[config.mk]
export PLATFORM = sky130hd
export DESIGN_NAME = ad100_fetch
export DESIGN_NICKNAME = d
export VERILOG_FILES = /design/src/rtl/ad100_fetch.sv
export SDC_FILE = /design/constraint.sdc
export NUM_CORES = 1
export LEC_CHECK = 0
export BUFFER_PORTS_ARGS = -buffer_cell sky130_fd_sc_hd__buf_2
export CORE_ASPECT_RATIO = 0.5
export CORE_UTILIZATION = 45
export CTS_CLUSTER_DIAMETER = 100
export DETAILED_ROUTE_END_ITERATION = 8
export GPL_TIMING_DRIVEN = 1
export HOLD_SLACK_MARGIN = 0.06
export PLACE_DENSITY = 0.7
export REMOVE_ABC_BUFFERS = 1
export SLEW_MARGIN = 30
export SYNTH_ARGS = -nofsm -noshare
export SYNTH_HDL_FRONTEND = slang
export SYNTH_SLANG_ARGS = --single-unit
[constraint.sdc]
create_clock -name clk -period 7.82 [get_ports clk]
set_input_delay 1.173 -clock clk [delete_from_list [all_inputs] [get_ports clk]]
set_output_delay 1.173 -clock clk [all_outputs]
set_load 0.05 [all_outputs]
[src/rtl/ad100_fetch.sv]
// ad100_fetch: instruction prefetch stage feeding ad100 decode through a small FIFO.
// Define AD100_FETCH_MISALIGN_EN to trap misaligned redirects in a sticky FAULT state.
module ad100_fetch #(
  parameter int          DEPTH    = 2,
  parameter int          ADDR_W   = 30,
  parameter logic [31:0] RESET_PC = 32'h0000_0000
) (
  input  logic              clk,
  input  logic              rst,
  output logic              mem_req,
  output logic [ADDR_W-1:0] mem_addr,
  input  logic [31:0]       mem_rdata,
  input  logic              redirect,
  input  logic [31:0]       redirect_pc,
  output logic              inst_valid,
  input  logic              inst_ready,
  output logic [31:0]       inst,
  output logic [31:0]       inst_pc,
  output logic              fetch_fault
);

  localparam int PW = (DEPTH > 1) ? $clog2(DEPTH) : 1;
  localparam int CW = PW + 1;
  localparam logic [CW:0] DEPTH_V = (CW + 1)'(DEPTH);

  logic [31:0]   fpc_reg;
  logic [PW-1:0] rd_ptr_reg;
  logic [PW-1:0] wr_ptr_reg;
  logic [CW-1:0] count_reg;
  logic          inflight_reg;
  logic          live_reg;
  logic [31:0]   flight_pc_reg;
  logic [31:0]   inst_reg;
  logic [31:0]   inst_pc_reg;

  // Each entry packs {pc, instruction word}.
  logic [63:0]   fifo_mem [DEPTH];

  logic          faulted;
  logic          redirect_take;
  logic          pop;
  logic          push;
  logic          issue;
  logic [CW:0]   occ;
  logic [PW-1:0] rd_ptr_next;
  logic [PW-1:0] wr_ptr_next;
  logic [63:0]   head_after_pop;
  logic [31:0]   head_data_next;
  logic [31:0]   head_pc_next;

`ifdef AD100_FETCH_MISALIGN_EN
  typedef enum logic {RUN, FAULT} state_t;
  state_t state_reg;
  logic   fault_reg;
  logic   misaligned;

  assign faulted     = (state_reg == FAULT);
  assign misaligned  = (redirect_pc[1:0] != 2'b00);
  assign fetch_fault = fault_reg;
`else
  logic unused_pc_bits;

  assign faulted        = 1'b0;
  assign unused_pc_bits = ^redirect_pc[1:0];
  assign fetch_fault    = 1'b0;
`endif

  assign redirect_take = redirect & ~faulted;
  assign inst_valid    = (count_reg != '0);
  assign pop           = inst_valid & inst_ready;
  // The word arriving in a redirect cycle belongs to the old stream.
  assign push          = inflight_reg & live_reg & ~redirect_take;

  // Buffered + outstanding words after this cycle's pop must leave room for one more.
  assign occ   = {1'b0, count_reg}
               + {{CW{1'b0}}, inflight_reg}
               - {{CW{1'b0}}, pop};
  assign issue = ~rst & ~faulted & ~redirect_take & (occ < DEPTH_V);

  assign mem_req  = issue;
  assign mem_addr = fpc_reg[ADDR_W+1:2];
  assign inst     = inst_reg;
  assign inst_pc  = inst_pc_reg;

  assign rd_ptr_next    = rd_ptr_reg + PW'(1);
  assign wr_ptr_next    = wr_ptr_reg + PW'(1);
  assign head_after_pop = fifo_mem[rd_ptr_next];

  // Head registers track what fifo_mem[rd_ptr] will hold after this edge.
  always_comb begin
    head_data_next = inst_reg;
    head_pc_next   = inst_pc_reg;
    if (pop && (count_reg > CW'(1))) begin
      head_data_next = head_after_pop[31:0];
      head_pc_next   = head_after_pop[63:32];
    end else if (push && ((count_reg == '0) || pop)) begin
      head_data_next = mem_rdata;
      head_pc_next   = flight_pc_reg;
    end
  end

  always_ff @(posedge clk) begin
    if (push) begin
      fifo_mem[wr_ptr_reg] <= {flight_pc_reg, mem_rdata};
    end
  end

  always_ff @(posedge clk or posedge rst) begin
    if (rst) begin
      fpc_reg       <= RESET_PC;
      rd_ptr_reg    <= '0;
      wr_ptr_reg    <= '0;
      count_reg     <= '0;
      inflight_reg  <= 1'b0;
      live_reg      <= 1'b0;
      flight_pc_reg <= '0;
      inst_reg      <= '0;
      inst_pc_reg   <= '0;
`ifdef AD100_FETCH_MISALIGN_EN
      state_reg     <= RUN;
      fault_reg     <= 1'b0;
`endif
    end else begin
      inflight_reg <= issue;
      if (issue) begin
        flight_pc_reg <= fpc_reg;
        live_reg      <= 1'b1;
        fpc_reg       <= fpc_reg + 32'd4;
      end
      if (redirect_take) begin
        fpc_reg    <= {redirect_pc[31:2], 2'b00};
        live_reg   <= 1'b0;
        rd_ptr_reg <= '0;
        wr_ptr_reg <= '0;
        count_reg  <= '0;
`ifdef AD100_FETCH_MISALIGN_EN
        if (misaligned) begin
          state_reg <= FAULT;
          fault_reg <= 1'b1;
        end
`endif
      end else begin
        if (push) begin
          wr_ptr_reg <= wr_ptr_next;
        end
        if (pop) begin
          rd_ptr_reg <= rd_ptr_next;
        end
        count_reg   <= count_reg + {{(CW-1){1'b0}}, push} - {{(CW-1){1'b0}}, pop};
        inst_reg    <= head_data_next;
        inst_pc_reg <= head_pc_next;
      end
    end
  end

endmodule

==> flow_metrics.tcl <==
set metrics [dict create \
    fp.coreArea_um2 22200 \
    worstRegToRegCells 12 \
    finalClockSkew_ns 0.007992 \
    die_w_um 217.3 \
    worst-path-buf-inv 3 \
    path_clk_slew_ns 0.07 \
    setup_viol 0 \
    timing.final.crit_share_pct 54.66 \
    yosysTopAreaCell "edfxtp_1" \
    synth_compound_area_share_pct 10.24 \
    hold_viol_final 0 \
    largest_reg_flops 124 \
    synth_most_common_cell "nand2_1" \
    dp.cells 1321 \
    grt_pass1_wl_um 37780 \
    outcome "completed" \
    cp_top_family "simple AND/OR/NAND/NOR gates" \
    netlist-cell-type-count 52 \
    r2r_slack_ns 4.08 \
    min_to "inst[29]$_DFFE_PP0P_" \
    row_count 38 \
    power_density_nw_per_um2 366.4 \
    reg2reg_to "fpc_reg[10]$_DFFE_PP0P_" \
    pin_count 165 \
    placed_cell_area_um2 11530 \
    rsz0062_at_grt "no" \
    wl_met1_um 10630 \
    synth.cell_area_um2 10420 \
    arrival_ns 3.10 \
    place_congestion 0.8386 \
    worst_slack_ns 3.546 \
    crit_chain "nor2_1, inv_1, nand2_1, nor2_1, fa_1, or3b_1, or2_2, inv_2, buf_2" \
    crit_path_top_delay_cell "fa_1" \
    root_buffer "clkbuf_16" \
    vdd_ir_drop_max_mv 0.1611 \
    combPwrFrac_pct 31.6 \
    synth-edff-count 124 \
    worstSkewPairLatency_ns 0.50 \
    final_core_util_pct 55.41 \
    setup.worst_path.class "reg -> out" \
    synth_xor_area_share_pct 0.6721 \
    overflow 0 \
    pwr-share-seq_pct 42.6 \
    highest_layer "met4" \
    met2_length_um 11530 \
    crit_top_cell "nor2_1" \
    synth_area_leaders "edfxtp_1, dfrtp_1, nand2_1" \
    drive_above_1_share_pct 20.81 \
    yosys.area.top_type_share_pct 35.72 \
    synth_top_family_by_area "simple AND/OR/NAND/NOR gates" \
    whs_ns 0.4765 \
    grt_max_degree 119 \
    routed-via-count 7262 \
    hold_buffers 0 \
    cts.htree.levels 1 \
    route.detailed.drc 0 \
    grt_pass1_vias 7220 \
    cts_tree "yes" \
    fmax_ghz 0.2340 \
    yosys.area_share.simple_pct 13.32 \
    cp_slowest_stage_delay_ns 0.54 \
    end_kind "output pin" \
    cp_max_fo 7 \
    synthAdderAreaFrac_pct 0.4321 \
    stdcell_area_um2 12300 \
    wire_per_inst_um 17.60 \
    yosysSeqAreaShare_pct 66.44 \
    initial_core_util_pct 46.95 \
    layout.nets 1117 \
    ctsResizeCount 0 \
    yosys-top-cells-count "nand2_1, o21ai_0, dfrtp_1" \
    clk_path_buf_depth 3 \
    power_mw 4.508 \
    critical_path_required_ns 6.65 \
    swShare_pct 39.30 \
    area_growth_pct 18.01 \
    drt_iter0_markers 496 \
    dieArea_um2 23820 \
    postRouteAntennaNets 0 \
    met3_length_um 1245 \
    reg2reg_from "count_reg[1]$_DFF_PP0_" \
    dr.pass1.iters 4 \
    tightest_slew_ns 1.030 \
    hold_start "inst[29]$_DFFE_PP0P_" \
    whs_path_depth 2 \
    hp-class "reg -> reg" \
    yosys_warnings 0 \
    die_h_um 109.6 \
    setup_tns_ns 0 \
    stdcell_count 1364 \
    leakagePower_nw 5.062 \
    ys.flop_type "dfrtp_1" \
    io_buffers 159 \
    period_needed_ns 4.274 \
    post-place-ws_ns 3.583 \
    antenna_found_initial 2 \
    drt-vias-per-instance 5.324 \
    wirelength_um 24000 \
    synthArstFlopShare_pct 50.79 \
    clock_power_share_pct 25.8 \
    ys_ff_latch 252 \
    cts_sinks 252 \
    relSlewSlack_pct 30.58 \
    synthCells 904 \
    post-cts-setup-buffer-count 0 \
    postSynthAreaPerCell_um2 11.53 \
    p_sw_mw 1.772 \
    grt_util_all_layers_pct 20.27 \
    p_int_mw 2.736 \
    hpwl_um 14540 \
    critPathLaunchType "flop" \
    cap_violations 0 \
    cts-buffers-inserted 23 \
    synth_mux_area_share_pct 6.337 \
    slew_violations 0 \
]
[worst min-delay path, cell delays in order (launching register included)]
cell and delay [ns]:
dfrtp_1 0.34, nand2_1 0.04, o21ai_0 0.06
[power groups by stage]
| stage | clock network [mW] | registers (mW) | logic [mW] |
|---|---|---|---|
| after floorplan | 0 | 2.51 | 0.458 |
| after global placement | 0 | 1.93 | 1.41 |
| final | 1.16 | 1.92 | 1.43 |
| after detailed placement | 0 | 1.95 | 1.43 |
| after CTS | 1.18 | 1.92 | 1.44 |
| after global routing | 1.23 | 1.96 | 1.54 |
[worst max-delay path by stage]
stage | start | end | cells past startpoint
2_1_floorplan | inst_ready | inst[0]$_DFFE_PP0P_ | 2
3_3_place_gp | inst_ready | mem_req | 8
3_5_place_dp | inst_ready | mem_req | 8
4_1_cts | count_reg[1]$_DFF_PP0_ | mem_req | 9
5_1_grt | count_reg[1]$_DFF_PP0_ | mem_req | 9
6_report | count_reg[1]$_DFF_PP0_ | mem_req | 9
[cells in the final DEF (no fill, tap or decap), types with 4 or more instances in the layout]
| master | Yosys | final |
|---|---|---|
| a221o_1 | 6 | 6 |
| clkbuf_8 | 0 | 4 |
| clkbuf_16 | 0 | 23 |
| o311ai_0 | 5 | 5 |
| nor2_1 | 18 | 16 |
| mux2i_1 | 66 | 66 |
| nand4_1 | 12 | 12 |
| buf_4 | 3 | 6 |
| nand2_1 | 249 | 249 |
| o21ai_0 | 142 | 142 |
| nor2b_1 | 4 | 4 |
| nand3_1 | 15 | 15 |
| o311ai_1 | 5 | 5 |
| a21o_1 | 5 | 5 |
| a31oi_1 | 4 | 4 |
| dfrtp_1 | 128 | 127 |
| nor4_1 | 4 | 4 |
| edfxtp_1 | 124 | 124 |
| xor2_1 | 5 | 5 |
| clkinv_2 | 0 | 5 |
| o211ai_1 | 5 | 5 |
| inv_1 | 6 | 5 |
| buf_2 | 15 | 159 |
[metal layers]
metal,track usage (%),vias up
met3,4.205,43
met5,0,-
li1,-,3488
met1,26.16,3566
met2,34.41,165
met4,7.093,0
[cells by family (layout without fill, tap and decap cells)]
family                   after synthesis  count (layout)
adder cells (fa/ha/maj)                3               3
AO/OA/AOI/OAI                        187             187
buffers and inverters                 62             218
other                                  1               5
multiplexers                          66              66
XOR/XNOR                               8               8
flip-flops                           252             252
AND/OR/NAND/NOR                      325             325
[final cells by class]
type | count | area [µm²]
Clock inverter | 12 | 133.9
Timing Repair Buffer | 170 | 917.1
Inverter | 7 | 31.28
Tap cell | 300 | 375.4
Multi-Input combinational cell | 592 | 3272
Fill cell | 1864 | 9901
Clock buffer | 29 | 638.1
Sequential cell | 252 | 6930
Antenna cell | 2 | 5.005
Power figures use the tool's default switching activity.
